$ cat src/rtl/branch_predictor_btb.sv
// rtl/branch_predictor_btb.sv - direct-mapped BTB with 2-bit counters for fetch-stage next-PC prediction
// Lookup is combinational on the fetch PC; the execute side trains the table one cycle later.
module branch_predictor_btb #(
  parameter int XLEN    = 32,
  parameter int ENTRIES = 64,
  parameter int TAG_W   = 8,
  parameter int CNT_W   = 32
) (
  input  logic             clk,
  input  logic             rst_n,
  input  logic             flush,
  input  logic             fetch_valid,
  input  logic [XLEN-1:0]  fetch_pc,
  output logic             pred_hit,
  output logic             pred_taken,
  output logic [XLEN-1:0]  pred_next_pc,
  input  logic             upd_valid,
  input  logic [XLEN-1:0]  upd_pc,
  input  logic             upd_is_jump,
  input  logic             upd_taken,
  input  logic [XLEN-1:0]  upd_tgt_pc,
  input  logic             upd_mispredict,
  output logic [CNT_W-1:0] stat_lookups,
  output logic [CNT_W-1:0] stat_mispredicts
);

  localparam int IDX_W = $clog2(ENTRIES);

  logic             tbl_valid  [ENTRIES];
  logic [TAG_W-1:0] tbl_tag    [ENTRIES];
  logic [XLEN-1:0]  tbl_target [ENTRIES];
  logic [1:0]       tbl_ctr    [ENTRIES];

  logic [IDX_W-1:0] f_idx;
  logic [IDX_W-1:0] u_idx;
  logic [TAG_W-1:0] f_tag;
  logic [TAG_W-1:0] u_tag;
  logic             u_hit;

  assign f_idx = fetch_pc[IDX_W+1:2];
  assign f_tag = fetch_pc[IDX_W+TAG_W+1:IDX_W+2];
  assign u_idx = upd_pc[IDX_W+1:2];
  assign u_tag = upd_pc[IDX_W+TAG_W+1:IDX_W+2];

  // Upper PC bits above the tag and the halfword offset take no part in indexing.
  logic unused_pc_bits;
  assign unused_pc_bits = ^{fetch_pc[1:0], upd_pc[1:0],
                            fetch_pc[XLEN-1:IDX_W+TAG_W+2], upd_pc[XLEN-1:IDX_W+TAG_W+2]};

  assign pred_hit     = fetch_valid & tbl_valid[f_idx] & (tbl_tag[f_idx] == f_tag);
  assign pred_taken   = pred_hit & tbl_ctr[f_idx][1];
  assign pred_next_pc = pred_taken ? tbl_target[f_idx] : fetch_pc + XLEN'(4);

  assign u_hit = tbl_valid[u_idx] & (tbl_tag[u_idx] == u_tag);

  always_ff @(posedge clk or negedge rst_n) begin
    if (!rst_n) begin
      for (int i = 0; i < ENTRIES; i++) begin
        tbl_valid[i]  <= 1'b0;
        tbl_tag[i]    <= '0;
        tbl_target[i] <= '0;
        tbl_ctr[i]    <= 2'b01;
      end
    end else if (flush) begin
      // Counters and targets survive a flush; only the valid bits drop.
      for (int i = 0; i < ENTRIES; i++) begin
        tbl_valid[i] <= 1'b0;
      end
    end else if (upd_valid) begin
      if (u_hit) begin
        if (upd_is_jump) begin
          tbl_ctr[u_idx]    <= 2'b11;
          tbl_target[u_idx] <= upd_tgt_pc;
        end else if (upd_taken) begin
          if (tbl_ctr[u_idx] != 2'b11) begin
            tbl_ctr[u_idx] <= tbl_ctr[u_idx] + 2'd1;
          end
          tbl_target[u_idx] <= upd_tgt_pc;
        end else if (tbl_ctr[u_idx] != 2'b00) begin
          tbl_ctr[u_idx] <= tbl_ctr[u_idx] - 2'd1;
        end
      end else if (upd_taken | upd_is_jump) begin
        tbl_valid[u_idx]  <= 1'b1;
        tbl_tag[u_idx]    <= u_tag;
        tbl_target[u_idx] <= upd_tgt_pc;
        tbl_ctr[u_idx]    <= upd_is_jump ? 2'b11 : 2'b10;
      end
    end
  end

  always_ff @(posedge clk or negedge rst_n) begin
    if (!rst_n) begin
      stat_lookups     <= '0;
      stat_mispredicts <= '0;
    end else begin
      if (fetch_valid && stat_lookups != '1) begin
        stat_lookups <= stat_lookups + CNT_W'(1);
      end
      if (upd_valid && upd_mispredict && stat_mispredicts != '1) begin
        stat_mispredicts <= stat_mispredicts + CNT_W'(1);
      end
    end
  end

endmodule

$ cat config.mk
export PLATFORM = sky130hd
export DESIGN_NAME = branch_predictor_btb
export DESIGN_NICKNAME = d
export VERILOG_FILES = /design/src/rtl/branch_predictor_btb.sv
export SDC_FILE = /design/constraint.sdc
export NUM_CORES = 2
export LEC_CHECK = 0
export CAP_MARGIN = 15
export CORE_MARGIN = 1.5
export CORE_UTILIZATION = 50
export DETAILED_ROUTE_END_ITERATION = 12
export PLACE_DENSITY = 0.66
export SYNTH_ARGS = -nofsm -noshare
export SYNTH_HDL_FRONTEND = slang
export SYNTH_SLANG_ARGS = --single-unit
$ cat constraint.sdc
create_clock -name clk -period 5.9 [get_ports clk]
set_input_delay 0.59 -clock clk [delete_from_list [all_inputs] [get_ports clk]]
set_output_delay 0.59 -clock clk [all_outputs]
set_load 0.01 [all_outputs]
==> results.md <==
* Total power divided by cell area at 298 mW/mm^2
* Vias in the first global route at roughly 86000
* Top FF cell, synth: dfrtp_1
* Gpl congestion at about 0.95
* Setup crit start kind: register
* Core area at 0.267 sq mm
* CTS max path bufs at 4
* Tightest Pin Transition at roughly 1300 ps
* Share of layout cells above drive strength 1 at 51.0%
* Reg2Reg Depth at 12
* Most common cell in the netlist: dfrtp_1
* Final Hold Viols at 0
* Main area contributors after synthesis: dfrtp_1, mux2_2, mux4_2
* DRT Wirelength at ~430000 microns
* Worst R2R Start: tbl_tag[248]
* Post-synthesis sequential area ratio at 52.5%
* Hold Path Class: in -> reg
* Reg power frac at roughly 47%
* Rows at 190
* Worst-path cell chain: mux4_2, mux4_2, nor2_1, nor2_1, o221ai_1, xor2_1, nand3_1, or3b_2, nor3b_4, buf_4, clkdlybuf4s50_1
* Switching share of power at between 20% and 30%
* Critical path capture point type: output pin
* Gate Count Post-Synth at approximately 8700
* Hold_sp: upd_pc[9]
* DR iter-0 viols at ~9000
* Worst R2R Setup Slack at between 1500 and 2000 ps
* Clock Latency Late Sink at around 900 ps
* Kind of critical path: reg -> out
* Critical path's slowest cell: clkdlybuf4s50_1
* Clk slew on worst S/H paths at around 60 ps
* Final antenna-violating net count at 0
* CP Data Required Time at 5310 ps
* Clock Root Buffer: clkbuf_16
* Yosys warnings at 0
* Finish-stage setup viols at 0
* Initial DRT Pass Iterations at 8
* Clk_skew at around 50 ps
* I/O pin count at approximately 200
* Final Critical Period at slightly below 6000 ps
* Worst path bufs/invs at 2
* Syn nets at about 8800
* Crit path DAT at approximately 5200 ps
* Synth Register Bits at roughly 2800
* Mapped Avg Cell Area at ~15 sq um
* Top-area cell type share of the netlist area at around half
* All-Layer GR Usage at 31.7%
* Worst R2R End: tbl_ctr[51]
* Initial antenna violation count at 32
* Area Overhead vs Synth at 13.4%
* Vias per inst at 6.68
* Hpwl dp at around 250000 microns
* Pleak at between 0.06 and 0.07 uW
* Cts bufs inserted at ~310
* Synthesized area at 0.134 sq mm
* Outcome: complete, no violations
* Nets at slightly below 9000
* Power share of the clock group at 42.6%
* Commonest cells in the netlist: dfrtp_1, mux2_2, mux4_2
* Setup TNS at 0 ps
* Hold Path Stages at 3
* Drt drc at 0
* EDFF count, synth at 0
* Synth cell types at 77
* Die height at between 500 and 600 microns
* Max-slew violation count at 0
* H-Tree Depth at 5
* Pwr Total at approximately 45000 uW
* CTS tree: done
* F_max at ~170 MHz
* Largest net degree at the start of global routing at 176
* Sw Pwr at between 10000 and 15000 uW
* Global route overflow at 0
* Combinational share of power at between 10% and 20%
* Chip Width at approximately 520 microns
* Post-synthesis async set-or-reset flop share at 100%
* Clk sink count at 2816
* Peak supply drop at between 0.0002 and 0.00025 V
* I/O Buffers at 183
* # Max-Cap Violations at 0
* Worst Hold End: tbl_tag[153]
* Per-cell routed wire length at roughly 34 microns
* Synth area leader: dfrtp_1
* First-pass GRT wire length at about 620000 microns
* CP delay by family, top: simple AND/OR/NAND/NOR gates
* Crit path max fanout at 3
* Fin crit share at between 90 and 100%
* Vias at 83400
* Initial Util at roughly 50%
* Pint at 34400 uW
* CP peak stage delay at 540 ps
* Worst relative slew slack at 14.9%
* Die footprint at around 0.27 sq mm
tightest hold or removal path: stages:
cell and delay (ps):
buf_2 330, nand3_1 160, o21ai_0 70
power groups by stage:
stage / logic (uW) / registers, uW / clock network (uW)
2_1_floorplan: 3020 / 21500 / 0
3_3_place_gp: 4490 / 21600 / 0
3_5_place_dp: 4620 / 21700 / 0
4_1_cts: 4640 / 21400 / 19600
5_1_grt: 4930 / 21600 / 20400
6_report: 4630 / 21400 / 19400
stage by stage:
step | cell area (sq um) | hold WS, ps | worst slack [ps] | instances | util [%]
2_1_floorplan | 134000 | 294 | 1230 | 8686 | -
3_3_place_gp | 142000 | 470 | -563 | 11900 | 53.1
3_5_place_dp | 142000 | 474 | 19.9 | 11900 | 53.1
4_1_cts | 152000 | 297 | 15.1 | 12400 | 56.9
5_1_grt | 152000 | 336 | -1.62 | 12500 | 56.9
6_report | 152000 | 364 | 95.9 | 12500 | 56.9
how the worst max path moves through the flow:
| stage | from | endpoint | slack, ps | cells past startpoint |
|---|---|---|---|---|
| floorplan | fetch_pc[2] | pred_next_pc[10] | 1230 | 11 |
| global placement | fetch_pc[2] | pred_taken | -560 | 13 |
| detailed placement | fetch_pc[2] | pred_next_pc[28] | 20 | 16 |
| CTS | tbl_tag[464] | pred_next_pc[28] | 20 | 14 |
| global route | tbl_tag[391] | pred_next_pc[26] | -2 | 15 |
| finish | tbl_tag[386] | pred_taken | 100 | 11 |
layer usage:
metal | share of wire [%] | GRT usage [%] | vias to the layer above
li1 | - | - | 32700
met2 | 45 | 47.9 | 4080
met4 | 5.4 | 15.1 | 14
met5 | 0.021 | 0 | -
met3 | 8.9 | 6.96 | 980
met1 | 40 | 43.9 | 45600
state kept, by name, indices dropped and copies added (netlist names):
| name | cells |
|---|---|
| stat_mispredicts | 32 |
| tbl_tag | 512 |
| tbl_valid | 64 |
| stat_lookups | 32 |
| tbl_ctr | 128 |
| tbl_target | 2048 |
logic make-up (layout without fill, tap and decap cells):
family | count (synthesis) | after routing | synth area share (%)
mux | 3671 | 3671 | 38.2
flops | 2816 | 2816 | 52.5
buf+inv | 937 | 1142 | 2.94
xor+xnor | 105 | 105 | 0.685
fa+ha+maj | 5 | 5 | 0.0466
simple gates | 563 | 563 | 2.19
compound gates | 589 | 589 | 3.35
other cells | 0 | 34 | 0
cell type report:
type	instances	area, sq um
Fill cell	20800	115000
Sequential cell	2816	70500
Multi-Input combinational cell	4933	60400
Clock buffer	460	9230
Timing Repair Buffer	575	6640
Tap cell	3552	4440
Clock inverter	72	817
Inverter	35	131
Antenna cell	34	85.1
repair_timing:
item | in CTS | in global routing
gates cloned | 0 | 1
pin swaps | 0 | 3
hold buffers | 1 | 0
resized for setup | 3 | 22
setup endpoints to repair | 24 | 29
setup buffers | 0 | 1
endpoints found under the hold margin | 87 | 0
cells in the final DEF (no fill, tap or decap), types with 50 or more instances in the layout:
| cell type | count |
|---|---|
| buf_12 | 155 |
| nor2_4 | 61 |
| clkbuf_1 | 70 |
| mux2i_1 | 121 |
| dfrtp_1 | 2752 |
| and2_1 | 62 |
| dfstp_2 | 64 |
| clkdlybuf4s50_1 | 119 |
| a21oi_1 | 50 |
| o2111ai_1 | 57 |
| mux4_2 | 901 |
| a22oi_1 | 70 |
| nand2_1 | 156 |
| buf_4 | 237 |
| mux2_1 | 102 |
| clkbuf_16 | 321 |
| o2bb2ai_1 | 107 |
| xnor2_1 | 81 |
| mux2_2 | 2547 |
| clkbuf_8 | 70 |
Power figures use the tool's default switching activity.
